[config.mk]
export PLATFORM = sky130hd
export DESIGN_NAME = rr_mux4_arbiter_flat
export DESIGN_NICKNAME = d
export VERILOG_FILES = /design/src/rtl/rr_mux4_arb_pkg.sv /design/src/rtl/rr_mux4_arbiter_if.sv /design/src/rtl/rr_pick4.sv /design/src/rtl/rr_mux4_arbiter.sv /design/src/flat_wrapper.sv
export SDC_FILE = /design/constraint.sdc
export NUM_CORES = 1
export LEC_CHECK = 0
export CAP_MARGIN = 40
export CELL_PAD_IN_SITES_DETAIL_PLACEMENT = 1
export CELL_PAD_IN_SITES_GLOBAL_PLACEMENT = 1
export CORE_ASPECT_RATIO = 0.6
export CORE_MARGIN = 3
export CORE_UTILIZATION = 34
export CTS_CLUSTER_SIZE = 10
export DETAILED_ROUTE_END_ITERATION = 7
export HOLD_SLACK_MARGIN = 0.1
export PLACE_DENSITY = 0.8
export SETUP_SLACK_MARGIN = 0.05
export SYNTH_ARGS = -nofsm -noshare
export SYNTH_HDL_FRONTEND = slang
export SYNTH_SLANG_ARGS = --single-unit
[constraint.sdc]
create_clock -name clk -period 6.45 [get_ports clk]
set_clock_uncertainty 0.1 [all_clocks]
set_input_delay 0.9675 -clock clk [delete_from_list [all_inputs] [get_ports clk]]
set_output_delay 0.9675 -clock clk [all_outputs]
set_load 0.01 [all_outputs]
[src/rtl/rr_mux4_arb_pkg.sv]
// ---------------------------------------------------------------------------
// rr_mux4_arb_pkg
// Shared types, constants and the rotate-priority pick function for the
// rr_mux4_arbiter slice (arbiter top, its bus interface and rr_pick4).
// ---------------------------------------------------------------------------
package rr_mux4_arb_pkg;

    localparam int unsigned NUM_REQ = 4;
    localparam int unsigned IDX_W   = 2;
    localparam int unsigned BCNT_W  = 4;

    typedef enum logic [0:0] {
        IDLE  = 1'b0,
        BURST = 1'b1
    } state_e;

    // First requester found scanning ptr+1, ptr+2, ... modulo NUM_REQ.
    // With exclude set, ptr itself is skipped unless it is the only requester.
    // Returns ptr when nothing is requesting.
    function automatic logic [IDX_W-1:0] rr_pick(
        input logic [NUM_REQ-1:0] req,
        input logic [IDX_W-1:0]   ptr,
        input logic               exclude
    );
        logic [IDX_W-1:0] idx;
        logic             found;
        rr_pick = ptr;
        found   = 1'b0;
        for (int unsigned k = 1; k <= NUM_REQ; k++) begin
            idx = IDX_W'(ptr + k);
            if (!found && req[idx] && !(exclude && (idx == ptr))) begin
                rr_pick = idx;
                found   = 1'b1;
            end
        end
    endfunction

endpackage

[src/rtl/rr_mux4_arbiter_if.sv]
// ---------------------------------------------------------------------------
// rr_mux4_arbiter_if
// Request/ack side and downstream valid/ready side of the arbiter.
//   req[3:0], in0..in3 : requester valid + data, held until ack
//   ack[3:0]           : one-hot capture pulse back to the requesters
//   out_valid/out_ready/out_data/out_sel : registered downstream beat
// Modports: master = requesters + downstream sink, slave = arbiter.
// ---------------------------------------------------------------------------
interface rr_mux4_arbiter_if
    import rr_mux4_arb_pkg::*;
#(
    parameter int unsigned DATA_W = 4
);
    logic [NUM_REQ-1:0] req;
    logic [DATA_W-1:0]  in0;
    logic [DATA_W-1:0]  in1;
    logic [DATA_W-1:0]  in2;
    logic [DATA_W-1:0]  in3;
    logic [NUM_REQ-1:0] ack;
    logic               out_valid;
    logic               out_ready;
    logic [DATA_W-1:0]  out_data;
    logic [IDX_W-1:0]   out_sel;

    modport master (
        output req, in0, in1, in2, in3, out_ready,
        input  ack, out_valid, out_data, out_sel
    );

    modport slave (
        input  req, in0, in1, in2, in3, out_ready,
        output ack, out_valid, out_data, out_sel
    );
endinterface

[src/rtl/rr_pick4.sv]
// ---------------------------------------------------------------------------
// rr_pick4
// Combinational rotate-priority encoder over four requests.
//   req[3:0]  : pending requests
//   ptr[1:0]  : last owner; scanning starts at ptr+1
//   exclude   : skip ptr unless it is the sole requester
//   win_c[1:0]: selected index (ptr when nothing requests)
// ---------------------------------------------------------------------------
module rr_pick4
    import rr_mux4_arb_pkg::*;
(
    input  logic [NUM_REQ-1:0] req,
    input  logic [IDX_W-1:0]   ptr,
    input  logic               exclude,
    output logic [IDX_W-1:0]   win_c
);
    assign win_c = rr_pick(req, ptr, exclude);
endmodule

[src/rtl/rr_mux4_arbiter.sv]
// ---------------------------------------------------------------------------
// rr_mux4_arbiter
// Round-robin arbiter with per-owner burst hold in front of a 4:1 select
// datapath. Captures the winning input into a one-beat output buffer and
// presents it on a valid/ready handshake.
//   clk, rst  : clock, synchronous active-high reset
//   bus       : rr_mux4_arbiter_if.slave (req/in0..in3/ack, out_* handshake)
// Optional (macro RR_MUX4_ARB_STATS_EN):
//   clr_stats            : clears the grant counters
//   grant_cnt0..3 [CNT_W]: saturating per-requester ack counters
// ---------------------------------------------------------------------------
module rr_mux4_arbiter
    import rr_mux4_arb_pkg::*;
#(
    parameter int unsigned DATA_W    = 4,
    parameter int unsigned BURST_LEN = 4,
    parameter int unsigned CNT_W     = 8
)
(
    input  logic              clk,
    input  logic              rst,
`ifdef RR_MUX4_ARB_STATS_EN
    input  logic              clr_stats,
    output logic [CNT_W-1:0]  grant_cnt0,
    output logic [CNT_W-1:0]  grant_cnt1,
    output logic [CNT_W-1:0]  grant_cnt2,
    output logic [CNT_W-1:0]  grant_cnt3,
`endif
    rr_mux4_arbiter_if.slave  bus
);

    localparam logic [0:0] ST_IDLE  = 1'(IDLE);
    localparam logic [0:0] ST_BURST = 1'(BURST);

    if ((BURST_LEN < 1) || (BURST_LEN > 15) || (CNT_W < 1)) begin : g_param_chk
        $error("rr_mux4_arbiter: BURST_LEN must be 1..15 and CNT_W >= 1");
    end

    logic [0:0]         state_q, state_d;
    logic [IDX_W-1:0]   ptr_q, ptr_d;
    logic [BCNT_W-1:0]  cnt_q, cnt_d;

    logic               valid_q;
    logic [DATA_W-1:0]  data_q;
    logic [IDX_W-1:0]   sel_q;

    logic [IDX_W-1:0]   pick_c;
    logic [IDX_W-1:0]   win_c;
    logic               cap_c;
    logic               hold_c;
    logic [NUM_REQ-1:0] ack_c;
    logic [DATA_W-1:0]  win_data_c;

    // Rotating scan from the current owner; owner is skipped while bursting.
    rr_pick4 u_pick (
        .req     (bus.req),
        .ptr     (ptr_q),
        .exclude (state_q == ST_BURST),
        .win_c   (pick_c)
    );

    // Capture decision and winner selection.
    always_comb begin
        cap_c  = (!valid_q || bus.out_ready) && (|bus.req);
        hold_c = (state_q == ST_BURST) && bus.req[ptr_q] && (cnt_q < BCNT_W'(BURST_LEN));
        win_c  = hold_c ? ptr_q : pick_c;
        ack_c  = '0;
        if (cap_c && !rst) begin
            ack_c[win_c] = 1'b1;
        end
    end

    // Next-state logic for ownership pointer and burst count.
    always_comb begin
        state_d = state_q;
        ptr_d   = ptr_q;
        cnt_d   = cnt_q;
        case (state_q)
            ST_IDLE: begin
                if (cap_c) begin
                    state_d = ST_BURST;
                    ptr_d   = win_c;
                    cnt_d   = BCNT_W'(1);
                end
            end
            ST_BURST: begin
                if (cap_c) begin
                    if (hold_c) begin
                        cnt_d = BCNT_W'(cnt_q + BCNT_W'(1));
                    end else begin
                        ptr_d = win_c;
                        cnt_d = BCNT_W'(1);
                    end
                end else if (!bus.req[ptr_q]) begin
                    state_d = ST_IDLE;
                    cnt_d   = '0;
                end
            end
            default: begin
                state_d = ST_IDLE;
                cnt_d   = '0;
            end
        endcase
    end

    // Arbitration state; ptr resets to 3 so requester 0 is scanned first.
    always_ff @(posedge clk) begin
        if (rst) begin
            state_q <= ST_IDLE;
            ptr_q   <= IDX_W'(NUM_REQ - 1);
            cnt_q   <= '0;
        end else begin
            state_q <= state_d;
            ptr_q   <= ptr_d;
            cnt_q   <= cnt_d;
        end
    end

    // 4:1 select datapath driven by the winning index.
    always_comb begin
        case (win_c)
            2'd0:    win_data_c = bus.in0;
            2'd1:    win_data_c = bus.in1;
            2'd2:    win_data_c = bus.in2;
            default: win_data_c = bus.in3;
        endcase
    end

    // One-beat output buffer; a capture during drain replaces the old beat.
    always_ff @(posedge clk) begin
        if (rst) begin
            valid_q <= 1'b0;
            data_q  <= '0;
            sel_q   <= '0;
        end else if (cap_c) begin
            valid_q <= 1'b1;
            data_q  <= win_data_c;
            sel_q   <= win_c;
        end else if (bus.out_ready) begin
            valid_q <= 1'b0;
        end
    end

    assign bus.ack       = ack_c;
    assign bus.out_valid = valid_q;
    assign bus.out_data  = data_q;
    assign bus.out_sel   = sel_q;

`ifdef RR_MUX4_ARB_STATS_EN
    logic [CNT_W-1:0] gcnt_q [NUM_REQ];

    // Saturating ack counters; a clear coinciding with an ack leaves 1.
    always_ff @(posedge clk) begin
        if (rst) begin
            for (int i = 0; i < NUM_REQ; i++) begin
                gcnt_q[i] <= '0;
            end
        end else begin
            for (int i = 0; i < NUM_REQ; i++) begin
                if (clr_stats) begin
                    gcnt_q[i] <= ack_c[i] ? CNT_W'(1) : '0;
                end else if (ack_c[i] && (gcnt_q[i] != {CNT_W{1'b1}})) begin
                    gcnt_q[i] <= CNT_W'(gcnt_q[i] + CNT_W'(1));
                end
            end
        end
    end

    assign grant_cnt0 = gcnt_q[0];
    assign grant_cnt1 = gcnt_q[1];
    assign grant_cnt2 = gcnt_q[2];
    assign grant_cnt3 = gcnt_q[3];
`endif

endmodule
[src/flat_wrapper.sv]
// flat-port wrapper written by rule: the top's interface ports become plain ports
module rr_mux4_arbiter_flat import rr_mux4_arb_pkg::*;
#(
    parameter int unsigned DATA_W    = 4,
    parameter int unsigned BURST_LEN = 4,
    parameter int unsigned CNT_W     = 8
)
  (clk, rst, bus_req, bus_in0, bus_in1, bus_in2, bus_in3, bus_out_ready, bus_ack, bus_out_valid, bus_out_data, bus_out_sel);
  rr_mux4_arbiter_if #(.DATA_W(DATA_W)) bus_i ();
  input  logic clk;
  input  logic rst;
  input wire logic [$bits(bus_i.req)-1:0] bus_req;
  input wire logic [$bits(bus_i.in0)-1:0] bus_in0;
  input wire logic [$bits(bus_i.in1)-1:0] bus_in1;
  input wire logic [$bits(bus_i.in2)-1:0] bus_in2;
  input wire logic [$bits(bus_i.in3)-1:0] bus_in3;
  input wire logic [$bits(bus_i.out_ready)-1:0] bus_out_ready;
  output wire logic [$bits(bus_i.ack)-1:0] bus_ack;
  output wire logic [$bits(bus_i.out_valid)-1:0] bus_out_valid;
  output wire logic [$bits(bus_i.out_data)-1:0] bus_out_data;
  output wire logic [$bits(bus_i.out_sel)-1:0] bus_out_sel;
  assign bus_i.req = bus_req;
  assign bus_i.in0 = bus_in0;
  assign bus_i.in1 = bus_in1;
  assign bus_i.in2 = bus_in2;
  assign bus_i.in3 = bus_in3;
  assign bus_i.out_ready = bus_out_ready;
  assign bus_ack = bus_i.ack;
  assign bus_out_valid = bus_i.out_valid;
  assign bus_out_data = bus_i.out_data;
  assign bus_out_sel = bus_i.out_sel;
  rr_mux4_arbiter #(.DATA_W(DATA_W), .BURST_LEN(BURST_LEN), .CNT_W(CNT_W)) u_core (.clk(clk), .rst(rst), .bus(bus_i));
endmodule
==> Yosys cells after proc, flatten, opt, wreduce, memory -nomap -nowiden <==
Index checks and enable logic that the tools add are counted.
{ "op_classes": {"shifts": 0, "n_lt_le_gt_ge": 8, "eq_ne": 10, "n_mul": 0, "div_mod_pow": 0, "n_reduce_logical": 31, "bitwise_logic": 1, "add_sub_neg": 5, "mux": 37} }
{ "ops": {"columns": ["cell", "count"], "rows": [
  ["two-way mux 4 bit", 5],
  ["< comparator 2 x 3 -> 1 bit (second input constant)", 6],
  ["logical AND 1 bit", 16],
  ["two-way mux 2 bit", 8],
  ["two-way mux 1 bit", 14],
  ["case mux 4 bit (3 select lines)", 1],
  ["binary-select mux 1 bit (select 2 bit)", 5],
  ["logical NOT 1 bit", 9],
  ["equality test 2 bit", 4],
  ["case mux 4 bit (2 select lines)", 1],
  ["adder 2 x 1 -> 2 bit (second input constant)", 2],
  ["adder 2 bit (second input constant)", 2],
  ["adder 4 x 1 -> 4 bit (second input constant)", 1],
  ["< comparator 4 x 3 -> 1 bit (second input constant)", 1],
  ["!= test 2 bit (second input constant)", 2],
  ["case mux 2 bit (2 select lines)", 1],
  ["OR reduction 4 bit", 1],
  ["!= test 3 bit (second input constant)", 1],
  ["AND reduction 3 bit", 1],
  ["demux 1 bit (select 2 bit)", 1],
  ["equality test 2 x 1 -> 1 bit (second input constant)", 1],
  ["equality test 2 bit (second input constant)", 1],
  [">= comparator 2 x 1 -> 1 bit (second input constant)", 1],
  ["logical NOT 2 bit", 1],
  ["6 further kinds", 6]
]} }
{ "word_totals": {"inputBits": 23, "n_memories": 0, "mem_bits_ro": 0, "wordCells": 98, "mem_bits_rw": 0, "ff_bits": 14, "latchBits": 0} }

==> Depth between registers and ports, before layout <==
{ "depth": {"ltp_word": 24, "ltp_mapped": 8, "mapped_depth_nobuf": 6} }

==> Modules after synthesis <==
Synthesis repeated with hierarchy kept, for this count alone.
{ "unflattened": {"hier_cells": 114, "hier_area_um2": 982.2} }
{ "modules_own_cells": {"columns": ["module", "n_inst", "area_per_inst_um2", "cells_per_inst"], "rows": [
  ["rr_mux4_arbiter", 1, 907.1, 104],
  ["rr_pick4", 1, 75.1, 10]
]} }

==> Least setup slack after synthesis <==
No wires, ideal clock.
{ "synth_timing": {"path_type": "input to output", "start": "input bus_req[3]", "end": "output bus_ack[3]", "stages": 7, "path_buffers": 2, "setup_slack_ns": 2.910, "arrival_time_ns": 2.473, "required_time_ns": 5.382, "cell_sequence": "buf_2 -> nor4b_2 -> a22oi_1 -> a21o_4 -> mux2i_4 -> buf_8 -> nor4_1"} }
{ "synth_via": {"elab_chain_len": 22} }
{ "synth_lines": {"columns": ["item", "line", "source"], "rows": [
  ["start, declared", "flat_wrapper.sv:12", "input wire logic [$bits(bus_i.req)-1:0] bus_req;"],
  ["binary-select mux 1 bit (select 2 bit)", "rr_mux4_arb_pkg.sv:31", "if (!found && req[idx] && !(exclude && (idx == ptr))) begin"],
  ["two-way mux 1 bit (implied by the code)", "rr_mux4_arb_pkg.sv:31", null],
  ["logical AND 1 bit", "rr_mux4_arb_pkg.sv:31", null],
  ["two-way mux 1 bit", "rr_mux4_arb_pkg.sv:31", null],
  ["logical NOT 1 bit", "rr_mux4_arb_pkg.sv:31", null],
  ["logical AND 1 bit (2 in series)", "rr_mux4_arb_pkg.sv:31", null],
  ["two-way mux 1 bit", "rr_mux4_arb_pkg.sv:31", null],
  ["logical NOT 1 bit", "rr_mux4_arb_pkg.sv:31", null],
  ["(+4 left out)", null, null],
  ["logical AND 1 bit (2 in series)", "rr_mux4_arb_pkg.sv:31", null],
  ["two-way mux 2 bit", "rr_mux4_arb_pkg.sv:31", null],
  ["two-way mux 2 bit", "rr_mux4_arbiter.sv:66", "win_c = hold_c ? ptr_q : pick_c;"],
  ["< comparator 2 x 3 -> 1 bit (implied by the code) / >= comparator 2 x 1 -> 1 bit (equally long branches)", "rr_mux4_arbiter.sv:69", "ack_c[win_c] = 1'b1;"],
  ["logical AND 1 bit (implied by the code)", "rr_mux4_arbiter.sv:69", null],
  ["two-way mux 1 bit (implied by the code)", "rr_mux4_arbiter.sv:69", null],
  ["demux 1 bit (select 2 bit)", null, null],
  ["two-way mux 4 bit (*)", "rr_mux4_arbiter.sv:68", "if (cap_c && !rst) begin"],
  ["end, declared", "flat_wrapper.sv:18", "output wire logic [$bits(bus_i.ack)-1:0] bus_ack;"]
]} }
Every way passes the cells marked *; elsewhere a longest branch is shown, timed or not. The select of a mux whose other input is x is not followed.

==> Worst setup path in the final report <==
{ "layout_timing": {"start": "input bus_req[3]", "end": "output bus_ack[1]"} }
The elaborated chain is that of the path after synthesis.

==> key figures <==
Route
  – Post-Route WL: between 2000 and 3000 um
  – Antenna Violating Nets Remaining: 0
  – Post-route DRC: 0
  – DRT iter0 DRCs: 34
  – WL per Instance: roughly 17 um
  – Vias per inst: roughly 5.3
  – Routed vias: around 900
  – Total iterations of the first detailed-routing run: 3

Yosys
  – Synth warn: 0
  – Area leader, netlist: dfxtp_1
  – Syn Nets: approximately 130
  – Top post-synthesis cells by area: dfxtp_1, mux2i_1, nand3b_1
  – Post-synth cell types: just over 40
  – Sequential fraction of the synthesis area: about 30%
  – Dominant synthesized flop cell: dfxtp_1
  – Syn Area/Cell: ~9.0 um^2
  – Cells after Synth: around 110
  – Synth top area share: 29.55%
  – Post-synthesis register bit count: 14
  – Async SR Flop Fraction: 0%
  – Synthesized area: between 900 and 1000 um^2
  – EDFF count, synth: 0

Floorplanning
  – Core area: 2575 um^2
  – Initial Utilization: between 30% and 40%
  – Die footprint: about 3500 um^2
  – Top Ports: 34
  – Die width: 74.19 um
  – Chip height: approximately 47 um
  – FP Rows: 14

STA
  – Worst slew pin tran: 576.1 ps
  – Slew Limit Headroom: 60.77%
  – RSZ-0062 raised after global routing: false
  – Final hold viol count: 0
  – Final setup vio count: 0
  – Part of the cycle the worst path needs: between 70% and 80%
  – Setup tns final: 0 ps
  – Pins Over Slew Limit: 0
  – Min Clock Period, post-route: approximately 4800 ps
  – Max Fclk: 0.2081 GHz

Final layout
  – Final Non-Filler Cells: 169
  – Layout cell share with drive strength beyond 1: between 10 and 15%
  – Final nets: roughly 160
  – Ant. Diodes: 0
  – Final Util: 51.70%
  – Design area: ~1300 um^2
  – Layout fillers: around 300
  – Most common cell after layout, fill and taps aside: clkdlybuf4s50_1
  – Most frequent cells in the layout: clkdlybuf4s50_1, dfxtp_1, mux2i_1, nor2_1, a21oi_1
  – Area growth syn-to-layout: 40.37%

Clocking
  – Post-CTS Setup Bufs: 0
  – TritonCTS clock tree: built
  – Gates resized, CTS repair: 0
  – # hold bufs at CTS: 0
  – Root buf cell: clkbuf_8
  – H-tree lvl count: 1
  – # clock sinks: 14
  – Clock Pin Slew Worst Setup and Hold Paths: 60 ps
  – Total CTS buffers: 3
  – Clk_lat worst skew: 240 ps
  – Worst-case clock buffer depth: 2

Placement
  – Placed Cells: 165
  – Buffers added on ports: 33
  – Final HPWL from detailed placement: 2199 um
  – Dpl cell area: 1276 um^2
  – Final Wtd Congestion: between 0.7 and 0.8

Setup path
  – CP arrival: 3740 ps
  – CP endpoint kind: output port
  – Critical Path RT: roughly 5400 ps
  – Worst Setup Start Kind: primary input
  – Crit Path Max Fanout: 14
  – Crit Path Class: primary input to output port

Global route
  – First-pass GRT wire length: ~4400 um
  – Aggregate global-route resource usage: between 10% and 20%
  – Largest net degree at the start of global routing: 17
  – GRT overflow: 0
  – Vias in the first global route: ~890
  – Initial antenna violation count: 0

Power and ir drop
  – Leakage: 0.5366 nW
  – IR drop worst, VDD: about 0.13 mV
  – Power Dens Cells: ~260 nW/um^2

Min path
  – Worst hold path type: flop to flop

Status
  – Outcome: finished, final reports clean

Run
  – Max-cap violations: 0
## metrics by stage
| step | worst slack (ps) | total power, mW | hold WS [ps] |
|---|---|---|---|
| global route | 1508 | 0.3691 | 413.6 |
| global placement | 1760 | 0.2602 | 364.9 |
| CTS | 1640 | 0.3515 | 395.8 |
| floorplan | 2910 | 0.2145 | 353.6 |
| finish | 1643 | 0.3487 | 389.0 |
| detailed placement | 1659 | 0.2658 | 385.7 |
## sequential cells by signal (all words and copies together), names as in the netlist
| signal | count |
|---|---|
| u_core.bus.out_data | 4 |
| u_core.cnt_q | 4 |
| u_core.bus.out_sel | 2 |
| u_core.ptr_q | 2 |
| u_core.bus.out_valid | 1 |
| u_core.state_q | 1 |
## cell type report
type	instances	area [um^2]	area share, %
well taps	32	40.04	3.008
inverters	6	22.52	1.692
repair buffers	33	330.3	24.81
clock buffers	4	55.05	4.135
flip-flops and latches	14	280.3	21.05
multi-input cells	80	603.1	45.30
## path summary, 6_finish.rpt
check | from | endpoint | slack (ps) | cells after the start
max reg2reg | u_core.ptr_q[0]$_SDFFE_PP1P_ | u_core.bus.out_data[3]$_SDFFE_PP0P_ | 3780 | 6
min | u_core.bus.out_valid$_SDFFE_PP0P_ | u_core.bus.out_valid$_SDFFE_PP0P_ | 390 | 2
max | bus_req[3] | bus_ack[1] | 1640 | 8
min reg2reg | u_core.bus.out_valid$_SDFFE_PP0P_ | u_core.bus.out_valid$_SDFFE_PP0P_ | 390 | 2
## power breakdown
part           switching (mW)  internal (mW)  total, mW
registers              0.0166          0.100      0.117
clock network          0.0302         0.0540     0.0842
logic                  0.0698         0.0780      0.148
total                   0.117          0.232      0.349
## layer usage
metal / part of all wire [%] / GRT usage (%) / wire (um)
met4: 0.64 / 2.166 / 18
met1: 53 / 24.52 / 1475
met2: 44 / 25.70 / 1244
met3: 2.4 / 5.342 / 67
met5: 0 / 0 / 0
## kinds of logic after synthesis
kind of cell	count (synthesis)	share of synthesized area [%]
AND/OR/NAND/NOR	36	22.69
AO/OA/AOI/OAI	32	25.33
flip-flops	14	29.55
buffers and inverters	11	6.859
multiplexers	11	14.25
adder cells (fa/ha/maj)	1	1.319
## cells in the mapped netlist, types with 2 or more instances
master     n
a211o_1    2
nor2_1     9
o221ai_1   4
a22oi_1    3
mux2i_1    9
a211oi_1   4
inv_1      6
nand2_1    6
nor3_1     2
o21ai_0    5
nand3b_1   5
a21oi_1    7
nor4_1     2
dfxtp_1   14
## worst max-delay path: stages
cell and delay [ps]:
clkdlybuf4s50_1 600, mux4_2 600, nand2_2 90, a21o_4 110, mux2i_4 530, nand2_1 130, nor2_1 140, clkdlybuf4s50_1 550
Power figures use the tool's default switching activity.
